--- src/rtl/control_pipeline_pkg.sv ---
// Shared control-word types for the EX/MEM/WB control pipeline.
package control_pipeline_pkg;

   typedef enum logic [3:0] {
      ALU_ADD  = 4'd0,
      ALU_SUB  = 4'd1,
      ALU_AND  = 4'd2,
      ALU_OR   = 4'd3,
      ALU_XOR  = 4'd4,
      ALU_SLL  = 4'd5,
      ALU_SRL  = 4'd6,
      ALU_SRA  = 4'd7,
      ALU_SLT  = 4'd8,
      ALU_SLTU = 4'd9,
      ALU_PASS = 4'd10
   } alu_op_type;

   typedef struct packed {
      logic       reg_write;
      logic       mem_read;
      logic       mem_write;
      logic       mem_to_reg;
      logic       alu_src;
      alu_op_type alu_op;
      logic       is_branch;
      logic       is_jump;
   } control_type;

   localparam control_type CONTROL_NOP = control_type'('0);
   localparam int unsigned REG_IDX_W   = 5;

endpackage

--- src/rtl/control_pipeline_stage_reg.sv ---
// One pipeline stage register holding {control, valid, rd}; resets to a bubble.
module control_stage_reg
   import control_pipeline_pkg::*;
(
   input  logic                 clk,
   input  logic                 rst,
   input  logic                 en,
   input  logic                 bubble,
   input  control_type          d_control,
   input  logic                 d_valid,
   input  logic [REG_IDX_W-1:0] d_rd,
   output control_type          q_control,
   output logic                 q_valid,
   output logic [REG_IDX_W-1:0] q_rd
);

   control_type          r_control;
   logic                 r_valid;
   logic [REG_IDX_W-1:0] r_rd;

   always_ff @(posedge clk or posedge rst) begin
      if (rst) begin
         r_control <= CONTROL_NOP;
         r_valid   <= 1'b0;
         r_rd      <= '0;
      end else if (en) begin
         if (bubble) begin
            r_control <= CONTROL_NOP;
            r_valid   <= 1'b0;
            r_rd      <= '0;
         end else begin
            r_control <= d_control;
            r_valid   <= d_valid;
            r_rd      <= d_rd;
         end
      end
   end

   assign q_control = r_control;
   assign q_valid   = r_valid;
   assign q_rd      = r_rd;

endmodule

--- src/rtl/control_pipeline.sv ---
// EX/MEM/WB control pipeline with load-use stall, branch flush, global hold
// and saturating stall/flush event counters.
module control_pipeline
   import control_pipeline_pkg::*;
#(
   parameter int unsigned CNT_W = 32
) (
   input  logic                 clk,
   input  logic                 rst,
   input  control_type          control_in,
   input  logic                 id_valid,
   input  logic [REG_IDX_W-1:0] rd_id,
   input  logic [REG_IDX_W-1:0] rs1_id,
   input  logic [REG_IDX_W-1:0] rs2_id,
   input  logic                 branch_taken_ex,
   input  logic                 hold,
   output control_type          control_ex,
   output control_type          control_mem,
   output control_type          control_wb,
   output logic                 valid_ex,
   output logic                 valid_mem,
   output logic                 valid_wb,
   output logic [REG_IDX_W-1:0] rd_ex,
   output logic [REG_IDX_W-1:0] rd_mem,
   output logic [REG_IDX_W-1:0] rd_wb,
   output logic                 stall_id,
   output logic                 flush_id,
   output logic [CNT_W-1:0]     stall_count,
   output logic [CNT_W-1:0]     flush_count
);

   logic              w_hazard;
   logic              w_flush;
   logic              w_load_stall;
   logic              w_advance;
   logic              w_ex_bubble;
   control_type       w_ex_control;
   logic [CNT_W-1:0]  r_stall_cnt;
   logic [CNT_W-1:0]  r_flush_cnt;

   assign w_hazard = id_valid & valid_ex & control_ex.mem_read & (rd_ex != '0)
                   & ((rd_ex == rs1_id) | (rd_ex == rs2_id));

   // Priority: hold > branch flush > load-use hazard > normal advance.
   assign w_advance    = ~hold;
   assign w_flush      = ~hold & branch_taken_ex;
   assign w_load_stall = ~hold & ~branch_taken_ex & w_hazard;
   assign w_ex_bubble  = w_flush | w_load_stall;
   assign w_ex_control = id_valid ? control_in : CONTROL_NOP;

   assign stall_id = ~rst & (hold | w_load_stall);
   assign flush_id = ~rst & w_flush;

   control_stage_reg u_ex (
      .clk       (clk),
      .rst       (rst),
      .en        (w_advance),
      .bubble    (w_ex_bubble),
      .d_control (w_ex_control),
      .d_valid   (id_valid),
      .d_rd      (rd_id),
      .q_control (control_ex),
      .q_valid   (valid_ex),
      .q_rd      (rd_ex)
   );

   control_stage_reg u_mem (
      .clk       (clk),
      .rst       (rst),
      .en        (w_advance),
      .bubble    (1'b0),
      .d_control (control_ex),
      .d_valid   (valid_ex),
      .d_rd      (rd_ex),
      .q_control (control_mem),
      .q_valid   (valid_mem),
      .q_rd      (rd_mem)
   );

   control_stage_reg u_wb (
      .clk       (clk),
      .rst       (rst),
      .en        (w_advance),
      .bubble    (1'b0),
      .d_control (control_mem),
      .d_valid   (valid_mem),
      .d_rd      (rd_mem),
      .q_control (control_wb),
      .q_valid   (valid_wb),
      .q_rd      (rd_wb)
   );

   always_ff @(posedge clk or posedge rst) begin
      if (rst) begin
         r_stall_cnt <= '0;
         r_flush_cnt <= '0;
      end else begin
         if (w_flush && (r_flush_cnt != '1)) begin
            r_flush_cnt <= r_flush_cnt + 1'b1;
         end
         if (w_load_stall && (r_stall_cnt != '1)) begin
            r_stall_cnt <= r_stall_cnt + 1'b1;
         end
      end
   end

   assign stall_count = r_stall_cnt;
   assign flush_count = r_flush_cnt;

endmodule

--- config.mk ---
export PLATFORM = sky130hd
export DESIGN_NAME = control_pipeline
export DESIGN_NICKNAME = d
export VERILOG_FILES = /design/src/rtl/control_pipeline_pkg.sv /design/src/rtl/control_pipeline_stage_reg.sv /design/src/rtl/control_pipeline.sv
export SDC_FILE = /design/constraint.sdc
export NUM_CORES = 1
export LEC_CHECK = 0
export BUFFER_PORTS_ARGS = -buffer_cell sky130_fd_sc_hd__buf_2
export CAP_MARGIN = 20
export CORE_MARGIN = 1
export CORE_UTILIZATION = 50
export DETAILED_ROUTE_END_ITERATION = 12
export HOLD_SLACK_MARGIN = 0.03
export PLACE_DENSITY = 0.89
export SLEW_MARGIN = 20
export SYNTH_ARGS = -nofsm -noshare
export SYNTH_HDL_FRONTEND = slang
export SYNTH_HIERARCHICAL = 1
export SYNTH_SLANG_ARGS = --single-unit
--- constraint.sdc ---
create_clock -name clk -period 2.5 [get_ports clk]
set_clock_uncertainty 0.05 [all_clocks]
set_input_delay 0.5 -clock clk [delete_from_list [all_inputs] [get_ports clk]]
set_output_delay 0.5 -clock clk [all_outputs]
set_load 0.1 [all_outputs]
Word level (Yosys, flattened, before mapping)
Cells that the tools add are included. W data, S select, Z words.

Bits in registers: 115. Bits of input ports: 31. Output and inout bits: 117. Logic and storage cells: 60.

Add/sub/neg operators: 2. Eq/ne operators: 4. Muxes and demuxes: 4. Bitwise operators: 15. Reduce and logical (&&, ||, !) cells: 3.

Operators with widths (number): $add A32 B1 Y32 const B (2); $ne A32 B32 Y1 const B (2); $mux W11 (2); $eq A5 B5 Y1 (2); $and A1 B1 Y1 (9); $mux W5 (1); $reduce_bool A5 Y1 (1); $not A1 Y1 (3); $or A1 B1 Y1 (3); $logic_and A1 B1 Y1 (2); $mux W1 (1).

Longest topological paths before layout
Depth in word-level cells: 7. Mapped depth: 9. Gate-level depth less buffers: 7.

By module
Netlist, hierarchy kept.

Modules (own cells, without submodules): control_pipeline (instances 1, cells each 315, area an instance 3326.9 um^2, sequential area each 1601.5 um^2); control_stage_reg (instances 3, cells each 41, area an instance 626.9 um^2, sequential area each 425.4 um^2).

Worst setup path before layout
OpenSTA, ideal clock, no wires.

Path type: register to output. Start: reg u_ex.r_rd[0] (netlist: u_ex/q_rd[0]). End: out stall_id. Arrival: 3296 ps. Data required time: 1950 ps. Slack: -1346 ps. Cell stages (with the launch flop): 6. Path buffers: 0. Cell sequence: dfrtp_1 > xnor2_1 > nand3_1 > o22ai_1 > nand2b_1 > a21oi_1.

Word-level cells in the longest chain between the ends: 6. Elaborated cells on any way between the ends: 9. Those cells by class: eq/ne: 2; bitwise: 6; reduce/logical: 1.

Ends and longest elaborated chain: start, declared (line control_pipeline_stage_reg.sv:19) `logic [REG_IDX_W-1:0] r_rd;`; start signal, assigned (line control_pipeline_stage_reg.sv:34) `r_rd <= d_rd;`; $eq A5 B5 Y1 or $reduce_bool A5 Y1 (tied branches) (line control_pipeline.sv:42, control_pipeline.sv:41); $or A1 B1 Y1 or $and A1 B1 Y1 (tied branches) (line control_pipeline.sv:42, control_pipeline.sv:41); $and A1 B1 Y1 * (line control_pipeline.sv:42) `& ((rd_ex == rs1_id) | (rd_ex == rs2_id));`; $and A1 B1 Y1 * (line control_pipeline.sv:47) `assign w_load_stall = ~hold & ~branch_taken_ex & w_hazard;`; $or A1 B1 Y1 * (line control_pipeline.sv:51) `assign stall_id = ~rst & (hold | w_load_stall);`; $and A1 B1 Y1 * (line control_pipeline.sv:51); end, declared (line control_pipeline.sv:26) `output logic stall_id,`.

Mark *: on every way between the ends. The rest lies on a longest branch, timed or not.

Final worst setup path
Start: reg u_ex.r_rd[1] (netlist: u_ex/q_rd[1]). End: out stall_id.

The elaborated chain is that of the path after synthesis.

==> results.json <==
{
  "violations": "negative setup slack",
  "cts-root-buf": "clkbuf_8",
  "overflow": 0,
  "min_path_type": "input port to asynchronous set/reset pin",
  "synth_top_area_share_pct": 55.3,
  "min_period_ns": 2.61,
  "cts.path.max_buffers": 2,
  "final_max_slew_viol_count": 0,
  "power_density_nw_per_um2": 828,
  "worstPathArrival_ns": 2.06,
  "async_reset_ff_share_pct": 100,
  "max_slew_margin_pct": 56.9,
  "yosysTopAreaCell": "dfrtp_1",
  "synth_xor_area_share_pct": 11.7,
  "nNetsFinal": 645,
  "cts_hold_buf": 0,
  "synth_top_family_by_area": "simple AND/OR/NAND/NOR gates",
  "grt_pass1_vias": 4186,
  "core_sq_um": 9950,
  "htree_levels": 4,
  "setup_ws_ns": -0.106,
  "cts_sinks": 115,
  "rsz0062_at_grt": "true",
  "synth_compound_area_share_pct": 10.1,
  "ir_drop_v": 0.000768,
  "synth_cell_type_count": 47,
  "period_share_pct": 104,
  "cpPeakStageDelay_ns": 0.51,
  "synth_edf_count": 0,
  "cts_inserted_buffers": 17,
  "die_w_um": 104,
  "grt_start_max_net_pins": 65,
  "yosysWarnings": 6,
  "post-place-ws_ns": 0.147,
  "status": "complete, but fails checks",
  "drc": 0,
  "synthAdderAreaFrac_pct": 0.481,
  "drtIter0Drc": 312,
  "cpLargestDelayFamily": "simple AND/OR/NAND/NOR gates",
  "clk_latency_ns": 0.52,
  "synthTopCellsByArea": "dfrtp_1, a22o_1, xnor2_1",
  "synthCells": 438,
  "required_ns": 1.95,
  "hold_viol_final": 0,
  "vias": 4251,
  "fmax_mhz": 384,
  "placement.cell_area_sq_um": 6180,
  "path_class": "flop to output pin",
  "gp_congestion": 0.810,
  "io-pin-count": 148,
  "cts.clk_slew.worst_paths_ns": 0.06,
  "synth_area_sq_um": 5210,
  "p_leak_nw": 3.63,
  "synth_seq_area_share_pct": 55.3,
  "die_h_um": 104,
  "cp-end-kind": "output pin",
  "via_per_inst": 5.59,
  "worstMarginPinSlew_ns": 0.646,
  "start_util_pct": 52.3,
  "drv_cap": 0,
  "fin_area_sq_um": 6930,
  "cts_tree": "yes",
  "totalWireLength_um": 13500,
  "setup_violations": 1,
  "cp.depth": 5,
  "drive_above_1_share_pct": 41.6,
  "io_buffers": 147,
  "crit_chain": "or4_1 > o211ai_1 > nand2b_4 > a21oi_4 > buf_12",
  "dieArea_sq_um": 10800,
  "postSynthAreaPerCell_sq_um": 11.9,
  "synth_seq_cells": 115,
  "area_growth_syn_to_layout_pct": 33.0,
  "synthMuxAreaShare_pct": 0.432,
  "fp-row-count": 36,
  "crit_path_start_kind": "flop",
  "worst_hold_slack_ns": 0.0982,
  "grt_antenna_before_repair": 3,
  "ys.flop_type": "dfrtp_1",
  "critPathBufInv": 1,
  "reg2reg_depth": 10,
  "hpwl_um": 9430,
  "drt_first_pass_iters": 4,
  "grtUsageTotal_pct": 25.8,
  "synth-simple-area-share_pct": 18.8,
  "grt_pass1_wl_um": 21800,
  "critPathSlowestCell": "or4_1",
  "ant_nets": 0,
  "wl_per_cell_um": 17.7,
  "cp_max_fo": 2
}
[cells in the final DEF, fill, tap and decap left out, drive strengths merged, types with 4 or more instances in the layout]
master,synthesis,layout
buf,12,164
nor2,24,24
and3,6,6
and4,9,9
xnor2,35,35
nor2b,4,4
a22o,48,48
nand2,25,25
nand4,21,21
xor2,34,34
conb,1,4
dfrtp,115,115
nor4,7,7
inv,12,15
clkbuf,1,18
and2,17,17
clkinv,0,7
nor3,16,16
nand3,26,26
[cells by family after synthesis]
kind of cell	count (synthesis)
multiplexers	2
XOR/XNOR	69
AO/OA/AOI/OAI	62
other	1
AND/OR/NAND/NOR	162
flip-flops	115
buffers and inverters	25
adder cells (fa/ha/maj)	2
[cells in the mapped netlist (2+ instances only)]
master     count
dfrtp_1      115
a22o_1        48
xnor2_1       35
xor2_1        33
nand3_1       26
nand2_1       24
nor2_1        24
nand4_1       18
and2_1        16
nor3_1        16
inv_1          9
buf_6          8
and3_1         6
and4_1         6
nor4_1         5
buf_2          4
inv_2          3
nor2b_4        3
o2bb2ai_1      3
a21oi_1        2
a41oi_1        2
and4_4         2
ha_1           2
nand4_4        2
nor4_2         2
o21a_1         2
or4_1          2
[sequential cells by signal, summed over array words and instances, names as in the netlist]
name	flops
u_wb/q_control	11
u_wb/q_valid	1
u_mem/q_control	11
u_ex/q_valid	1
stall_count	32
u_mem/q_rd	5
u_wb/q_rd	5
u_ex/q_control	11
u_mem/q_valid	1
u_ex/q_rd	5
flush_count	32
[repair_timing]
action                     in CTS  in global routing
setup endpoints to repair       1                 16
pin swaps                       5                  3
gates cloned                    0                  1
setup buffers                   5                  2
gates resized for setup         5                  7
[power by group]
group / leakage [nW] / total, W / internal [W] / switching (W)
logic: 1.84 / 0.00122 / 0.000225 / 0.00100
registers: 1.51 / 0.00210 / 0.00197 / 0.000132
clock network: 0.289 / 0.00241 / 0.00152 / 0.000882
total: 3.63 / 0.00573 / 0.00372 / 0.00201
[per-layer routing]
| layer | track usage, % | routed length [um] |
|---|---|---|
| met1 | 32.5 | 5660 |
| met2 | 40.9 | 6630 |
| met3 | 7.27 | 778 |
| met4 | 12.9 | 400 |
| met5 | 0 | 0 |
[worst paths after layout]
path | slack (ns) | to | from
max in group asynchronous | 1.84 | u_ex/q_rd[2]$_DFFE_PP0P_ | rst
min in group clk | 0.15 | u_ex/q_rd[1]$_DFFE_PP0P_ | rd_id[1]
min reg2reg | 0.43 | stall_count[31]$_DFFE_PP0P_ | stall_count[31]$_DFFE_PP0P_
max | -0.11 | stall_id | u_ex/q_rd[1]$_DFFE_PP0P_
min | 0.1 | stall_count[6]$_DFFE_PP0P_ | rst
max reg2reg | 0.08 | stall_count[1]$_DFFE_PP0P_ | u_ex/q_rd[1]$_DFFE_PP0P_
[per-stage QoR]
| step | TNS [ns] | cells | total power (W) | util (%) |
|---|---|---|---|---|
| floorplan | -0.180 | 441 | 0.00308 | - |
| global placement | 0 | 718 | 0.00330 | 62.1 |
| detailed placement | 0 | 718 | 0.00334 | 62.1 |
| CTS | -0.147 | 755 | 0.00576 | 68.7 |
| global route | -0.205 | 760 | 0.00591 | 69.6 |
| finish | -0.106 | 760 | 0.00573 | 69.6 |
[worst register-to-register path: cells and delay by family (launching register included)]
kind	cells	cell delay [ns]
simple gates	2	0.72
buf+inv	5	0.57
flops	1	0.39
mux	1	0.29
compound gates	2	0.27
[cell type report]
| type | count | area (sq um) |
|---|---|---|
| Clock inverter | 15 | 181 |
| Multi-Input combinational cell | 301 | 2260 |
| Clock buffer | 17 | 414 |
| Fill cell | 693 | 3030 |
| Inverter | 12 | 45.0 |
| Sequential cell | 115 | 2920 |
| Antenna cell | 2 | 5.00 |
| Tap cell | 133 | 166 |
| Timing Repair Buffer | 165 | 938 |
Power figures use the tool's default switching activity.
